### config.mk
export PLATFORM = sky130hd
export DESIGN_NAME = wresp_chan_slave
export DESIGN_NICKNAME = d
export VERILOG_FILES = /design/src/rtl/wresp_chan_slave.sv
export SDC_FILE = /design/constraint.sdc
export NUM_CORES = 1
export LEC_CHECK = 0
export ABC_AREA = 1
export BUFFER_PORTS_ARGS = -buffer_cell sky130_fd_sc_hd__buf_2
export CORE_MARGIN = 1.5
export CORE_UTILIZATION = 59
export CTS_BUF_LIST = sky130_fd_sc_hd__clkbuf_4 sky130_fd_sc_hd__clkbuf_8
export DETAILED_ROUTE_END_ITERATION = 12
export GPL_TIMING_DRIVEN = 0
export PLACE_DENSITY = 0.92
export SETUP_SLACK_MARGIN = 0.2
export SLEW_MARGIN = 15
export SYNTH_ARGS = -nofsm -noshare
export SYNTH_HDL_FRONTEND = slang
export SYNTH_SLANG_ARGS = --single-unit
### constraint.sdc
create_clock -name clk -period 2.3 [get_ports clk]
set_clock_uncertainty 0.15 [all_clocks]
set_input_delay 0.23 -clock clk [delete_from_list [all_inputs] [get_ports clk]]
set_output_delay 0.23 -clock clk [all_outputs]
set_load 0.1 [all_outputs]
### src/rtl/wresp_chan_slave.sv
// Write response queue: one {id, ok} entry per finished burst, returned in completion order on bvalid/bready.
// One cycle wr_done -> bvalid; push while full is dropped (sticky wresp_ovf) unless a pop frees the slot that cycle.
module wresp_chan_slave #(
  parameter int DEPTH = 4,
  parameter int PTR_W = 2
) (
  input  logic       clk,
  input  logic       rst_n,
  input  logic       wr_done,
  input  logic [3:0] wr_done_id,
  input  logic       wr_done_ok,
  output logic       bvalid,
  input  logic       bready,
  output logic [3:0] bid,
  output logic       bcomp,
  output logic       wresp_full,
  output logic       wresp_empty,
  output logic       wresp_ovf
);

  typedef struct packed {
    logic [3:0] id;
    logic       ok;
  } resp_t;

  localparam logic [PTR_W:0] CNT_FULL = (PTR_W+1)'(DEPTH);

  resp_t            mem_q [DEPTH];
  resp_t            mem_d [DEPTH];
  logic [PTR_W-1:0] wp_q, wp_d;
  logic [PTR_W-1:0] rp_q, rp_d;
  logic [PTR_W:0]   cnt_q, cnt_d;
  logic             ovf_q, ovf_d;

  logic pop;
  logic push;
  logic ovf_set;

  assign bvalid      = (cnt_q != '0);
  assign bid         = bvalid ? mem_q[rp_q].id : 4'd0;
  assign bcomp       = bvalid ? mem_q[rp_q].ok : 1'b0;
  assign wresp_full  = (cnt_q == CNT_FULL);
  assign wresp_empty = (cnt_q == '0);
  assign wresp_ovf   = ovf_q;

  // A pop in the same cycle frees the head slot, so a push into a full queue is still accepted.
  assign pop     = bvalid & bready;
  assign push    = wr_done & (~wresp_full | pop);
  assign ovf_set = wr_done & wresp_full & ~pop;

  always_comb begin
    mem_d = mem_q;
    wp_d  = wp_q;
    rp_d  = rp_q;
    cnt_d = cnt_q;
    ovf_d = ovf_q;
    if (push) begin
      mem_d[wp_q] = '{id: wr_done_id, ok: wr_done_ok};
      wp_d        = wp_q + PTR_W'(1);
    end
    if (pop) begin
      rp_d = rp_q + PTR_W'(1);
    end
    case ({push, pop})
      2'b10:   cnt_d = cnt_q + (PTR_W+1)'(1);
      2'b01:   cnt_d = cnt_q - (PTR_W+1)'(1);
      default: cnt_d = cnt_q;
    endcase
    if (ovf_set) begin
      ovf_d = 1'b1;
    end
  end

  always_ff @(posedge clk or negedge rst_n) begin
    if (!rst_n) begin
      for (int i = 0; i < DEPTH; i++) begin
        mem_q[i] <= '0;
      end
      wp_q  <= '0;
      rp_q  <= '0;
      cnt_q <= '0;
      ovf_q <= 1'b0;
    end else begin
      mem_q <= mem_d;
      wp_q  <= wp_d;
      rp_q  <= rp_d;
      cnt_q <= cnt_d;
      ovf_q <= ovf_d;
    end
  end

endmodule

==> results of run 1 <==
-- worst max-delay path, cell delays in order, from the launching register on --
cell and delay (ns):
dfrtp_1 0.40, buf_4 0.19, nor2_1 0.06, nor2_1 0.11, o21ai_0 0.17, a21oi_4 0.18
buf_12 0.19
-- kinds of logic (layout without fill, tap and decap cells) --
logic type               after synthesis  in the layout  synth area share
adder cells (fa/ha/maj)                6              6           0.05560
XOR/XNOR                               4              4           0.02359
flip-flops                            28             28            0.4718
AO/OA/AOI/OAI                         13             13           0.04801
buffers and inverters                 20             43           0.06739
AND/OR/NAND/NOR                      111            111            0.3336
-- how the worst min path moves through the flow --
stage	slack, ns	start	to	cells past startpoint
after global routing	0.009	wr_done_ok	mem_q[0]	3
after detailed placement	0.13	rst_n	rp_q[0]	1
final	-0.001	wr_done	wresp_ovf	3
after global placement	0.12	rst_n	rp_q[0]	1
after floorplan	-0.22	rst_n	cnt_q[0]	0
after CTS	0.009	wr_done	wresp_ovf	3
-- layout by cell type, fill, tap and decap left out, types with 3 or more instances in the layout --
cell / n
nor2_1: 10
clkbuf_4: 3
inv_1: 10
nand4_1: 20
nand3_1: 6
dfrtp_1: 27
a21oi_4: 5
ha_1: 5
nand2_1: 68
buf_6: 5
buf_4: 6
buf_2: 10
o21ai_0: 6
-- registers in the layout, summed over array words and instances (netlist names) --
register,count
rp_q,2
mem_q,20
wp_q,2
wresp_ovf,1
cnt_q,3
-- final cells by class --
class                      instances  area, µm²  area share
inverter                          13      52.55     0.02911
clock buffer                       3      22.52     0.01247
sequential                        28      701.9      0.3888
tap                               28      35.03     0.01940
timing repair buffer              20      162.7     0.09009
multi-input combinational        134      774.5      0.4290
buffer                             7      56.30     0.03119
-- repair_timing --
| item | 4_1_cts | 5_1_grt |
|---|---|---|
| endpoints found under the hold margin | 28 | 0 |
| pin swaps | 2 | 0 |
| setup endpoints to repair | 8 | 7 |
| setup buffers | 3 | 0 |
| hold buffers | 1 | 0 |
| gates resized for setup | 10 | 13 |
-- routing by layer --
layer	vias up	track usage	wire [µm]
met1	668	0.3383	1387
met3	21	0.03672	266
met2	84	0.5188	1945
li1	643	-	-
met4	0	0.1410	159
met5	-	0	0
-- through the flow --
| step | util | instances | instance area [µm²] |
|---|---|---|---|
| after detailed placement | 0.7342 | 226 | 1687 |
| final | 0.7859 | 233 | 1805 |
| after CTS | 0.7696 | 233 | 1768 |
| after floorplan | - | 182 | 1572 |
| after global routing | 0.7859 | 233 | 1805 |
| after global placement | 0.7342 | 226 | 1687 |
==> key figures, run 1 <==
Status
  – Outcome: finished, violations left
  – Failing checks: hold timing

Synth
  – Syn_area_per_cell: 8.160 µm²
  – Synth cell count leaders: nand2_1 (71), dfrtp_1 (28), nand4_1 (20)
  – FF+latch count, synth: 28
  – Async set-reset flop share out of synthesis: 1.000
  – Area contributors post-synth: dfrtp_1 (47%), nand2_1 (18%), nand4_1 (8.4%)
  – Cell with the most instances after synthesis: nand2_1
  – Synth Flop Type: dfrtp_1
  – Post-synth EDFFs: 0
  – Post-synthesis sequential area ratio: 0.4718
  – Mapped Nets: 197
  – Synth area leader: dfrtp_1
  – Ys Warns: 0
  – Synth top area share: 0.4718
  – Post-Synthesis Cell Area: 1485 µm²
  – Netlist cell types: 23
  – Post-Synthesis Cells: 182

Setup path
  – R2r setup slk: 0.30 ns
  – Crit path from: rp_q[0]
  – CP Max Fanout: 10
  – Arrival @ worst endpoint: 1.64 ns
  – Setup Crit Path Kind: flip-flop to primary output
  – Crit. End Element: primary output
  – Worst Setup Start Kind: flip-flop
  – Reg2reg end: cnt_q[1]
  – Register-to-Register Path Depth: 8
  – CP endpoint: bid[1]
  – FF-to-FF Start: cnt_q[0]
  – Worst EP required: 1.92 ns

Final layout
  – Layout cells sized above 1: 0.2146
  – # diodes: 0
  – Fillers: 157
  – Final net count: 222
  – Synth-to-layout area growth: 21.57%

Global route
  – GRT overflow: 0
  – Largest net degree at the start of global routing: 29
  – All-Layer GR Usage: 0.2894
  – First-pass GRT wire length: 5678 µm
  – Initial antenna violation count: 0
  – Vias in the first global route: 1326

Clocking
  – Clock Latency Late Sink: 0.33 ns
  – CTS Buf Count: 3
  – CTS tree: built
  – CTS Root Cell: clkbuf_4
  – # clock sinks: 28
  – H-Tree Depth: 1
  – Clock Tree Buf Depth: 2
  – Clock-pin slew on the worst setup and hold paths: 0.15 ns

Timing
  – Max-slew violations: 0
  – Setup_tns: 0 ns
  – Worst Tran Pin Value: 0.6195 ns
  – Hold_ws: -0.001405 ns
  – Normalized max-slew margin: 0.5870
  – Highest clock rate: 0.4943 GHz
  – Fin crit period: 2.023 ns
  – Final worst path period share: 0.8796
  – RSZ-0062 raised after global routing: yes
  – Final setup viols: 0
  – Fin. Hold Viols: 1
  – Setup ws final: 0.2768 ns

Placed design
  – GP Congestion: 0.8463
  – Pre-CTS WS: 0.08058 ns
  – Post-DP HPWL: 2434 µm
  – IO Port Bufs: 16

Detailed routing
  – DRC viols: 0
  – Via count: 1416
  – Drt pass-1 iters: 6
  – Post-Route WL: 3758 µm
  – Routed WL per cell: 16.13 µm
  – Routed Antenna Nets: 0
  – Initial DRC Count: 76
  – Vias per cell: 6.077

Die
  – Rows: 17
  – Die extent in y: 53.17 µm
  – # IOs: 18
  – Core box area: 2297 µm²
  – Die Wd: 53.17 µm
  – Initial core utilization: 0.6465
  – Die ar.: 2827 µm²

Worst hold path
  – Hold Crit Class: input port to flip-flop

Run
  – Max-cap violations: 0
Power of run 1 is left out: the tool's default activity adds up to more than one toggle a clock period on the data nets, which glitch-free logic cannot reach.
==> run 2, diff against run 1 <==
--- a/config.mk
+++ b/config.mk
@@ -10,3 +10,3 @@
 export CORE_MARGIN = 1.5
-export CORE_UTILIZATION = 59
+export CORE_UTILIZATION = 54
 export CTS_BUF_LIST = sky130_fd_sc_hd__clkbuf_4 sky130_fd_sc_hd__clkbuf_8
@@ -14,3 +14,3 @@
 export GPL_TIMING_DRIVEN = 0
-export PLACE_DENSITY = 0.92
+export PLACE_DENSITY = 0.89
 export SETUP_SLACK_MARGIN = 0.2
==> constraint.sdc (replaced) <==
create_clock -name clk -period 1.8 [get_ports clk]
set_clock_uncertainty 0.15 [all_clocks]
set_input_delay 0.09 -clock clk [delete_from_list [all_inputs] [get_ports clk]]
set_output_delay 0.09 -clock clk [all_outputs]
set_load 0.1 [all_outputs]
==> key figures, run 2 (same netlist as run 1, synthesis figures left out) <==
Status
  – Failing checks: setup timing
  – Outcome: finished, violations left

Global route
  – First-pass GRT wire length: 7072 µm
  – All-Layer GR Usage: 0.2955
  – Largest net degree at the start of global routing: 29
  – GRT overflow: 0
  – Vias in the first global route: 1492
  – Initial antenna violation count: 0

Detailed routing
  – Via count: 1559
  – Routed Antenna Nets: 0
  – Routed WL per cell: 18.21 µm
  – DRC viols: 0
  – Drt pass-1 iters: 5
  – Post-Route WL: 4552 µm
  – Vias per cell: 6.236
  – Initial DRC Count: 130

Final layout
  – Finished Layout Cells: 250
  – Largest Register: mem_q
  – Max FFs per register: 20
  – Commonest non-fill, non-tap cell in the layout: nand2_1
  – Largest regs: mem_q: 20 flops, cnt_q: 3 flops
  – # diodes: 0
  – Most frequent cells in the layout: nand2_1 (68), dfrtp_1 (27), nand4_1 (20)
  – Fillers: 147
  – Final net count: 237
  – Layout cells sized above 1: 0.2636
  – Synth-to-layout area growth: 40.35%

Timing
  – Fin. Hold Viols: 0
  – RSZ-0062 raised after global routing: yes
  – Final setup viols: 8
  – Final worst path period share: 1.129
  – Normalized max-slew margin: 0.5662
  – Max-slew violations: 0
  – Setup_tns: -1.271 ns
  – Fin crit period: 2.033 ns
  – Worst Tran Pin Value: 0.6506 ns
  – Setup ws final: -0.2330 ns
  – Highest clock rate: 0.4919 GHz

Die
  – Die extent in y: 55.45 µm
  – Die Wd: 55.45 µm
  – Die ar.: 3074 µm²
  – Core box area: 2545 µm²
  – Initial core utilization: 0.5836
  – Rows: 18
  – # IOs: 18

Placed design
  – Pre-CTS WS: -0.4351 ns
  – GP Congestion: 0.8815
  – IO Port Bufs: 16
  – Post-DP HPWL: 2475 µm
  – Inst Count DP: 228

Setup path
  – Reg2reg end: cnt_q[2]
  – R2r setup slk: -0.23 ns
  – Setup Crit Path Kind: flip-flop to flip-flop
  – Worst Setup Start Kind: flip-flop
  – Arrival @ worst endpoint: 2.13 ns
  – Worst EP required: 1.90 ns
  – Register-to-Register Path Depth: 12
  – Crit. End Element: flip-flop
  – CP Max Fanout: 3
  – FF-to-FF Start: cnt_q[1]

Clocking
  – Cts hold-fix bufs: 8
  – Clock-pin slew on the worst setup and hold paths: 0.15 ns
  – H-Tree Depth: 1
  – CTS Buf Count: 3
  – Clock Tree Buf Depth: 2
  – CTS tree: built
  – Clock Latency Late Sink: 0.33 ns
  – # clock sinks: 28
  – CTS Root Cell: clkbuf_4

Worst hold path
  – Hold Crit Class: input port to flip-flop
  – End of the worst hold path: rp_q[0]
  – Hold Path Depth: 4
  – Hold_sp: bready

Run
  – Max-cap violations: 0
run 2: changes by cell type in the layout (fill, tap and decap cells not counted), sizes merged:
cell         delta
buf             +8
dlygate4sd3     +7
run 2: cell type report:
| cell class | instances | area (µm²) | share of cell area |
|---|---|---|---|
| plain buffers | 7 | 67.56 | 0.03241 |
| inverters | 13 | 55.05 | 0.02641 |
| repair buffers | 35 | 390.4 | 0.1873 |
| multi-input cells | 134 | 809.5 | 0.3884 |
| well taps | 30 | 37.54 | 0.01801 |
| flip-flops and latches | 28 | 701.9 | 0.3367 |
| clock buffers | 3 | 22.52 | 0.01080 |
run 2: repair_timing:
action / 4_1_cts / 5_1_grt
endpoints found under the hold margin: 53 / 1
buffers inserted: 7 / 4
pin swaps: 8 / 7
resized for setup: 45 / 14
endpoints found under the setup margin: 11 / 23
run 2: how the worst max path moves through the flow:
stage	to	slack (ns)	cells past startpoint	from
after floorplan	bcomp	-0.51	4	cnt_q[0]
after global placement	cnt_q[2]	-0.33	9	cnt_q[1]
after detailed placement	cnt_q[2]	-0.44	9	cnt_q[1]
after CTS	cnt_q[2]	-0.13	12	cnt_q[0]
after global routing	cnt_q[2]	-0.28	12	cnt_q[1]
final	cnt_q[2]	-0.23	12	cnt_q[1]
run 2: worst max-delay path, stage by stage, from the launching register on:
cell and delay [ns]:
dfrtp_1 0.44, nor2_4 0.20, buf_12 0.14, nand2_8 0.06, nand2_4 0.09, inv_4 0.04, ha_4 0.15, inv_2 0.06
fa_2 0.20, inv_2 0.03, nand2_1 0.06, nand3b_1 0.10, xor2_1 0.23
run 2: metal layers:
metal  track usage  up-vias  share of wire
met5             0        -              0
met4        0.1359        0          0.060
met3       0.03044       28          0.073
met2        0.5187      116           0.49
met1        0.3645      740           0.37
li1              -      675              -
run 2: stage by stage:
| step | util | hold WS, ns | cell area [µm²] |
|---|---|---|---|
| final | 0.8191 | 0.02188 | 2085 |
| after global routing | 0.8191 | 0.008120 | 2085 |
| after CTS | 0.7896 | -0.02652 | 2009 |
| after detailed placement | 0.6637 | -0.01384 | 1689 |
| after global placement | 0.6637 | -0.02569 | 1689 |
| after floorplan | - | -0.3556 | 1572 |
Power of run 2 is left out for the same reason.
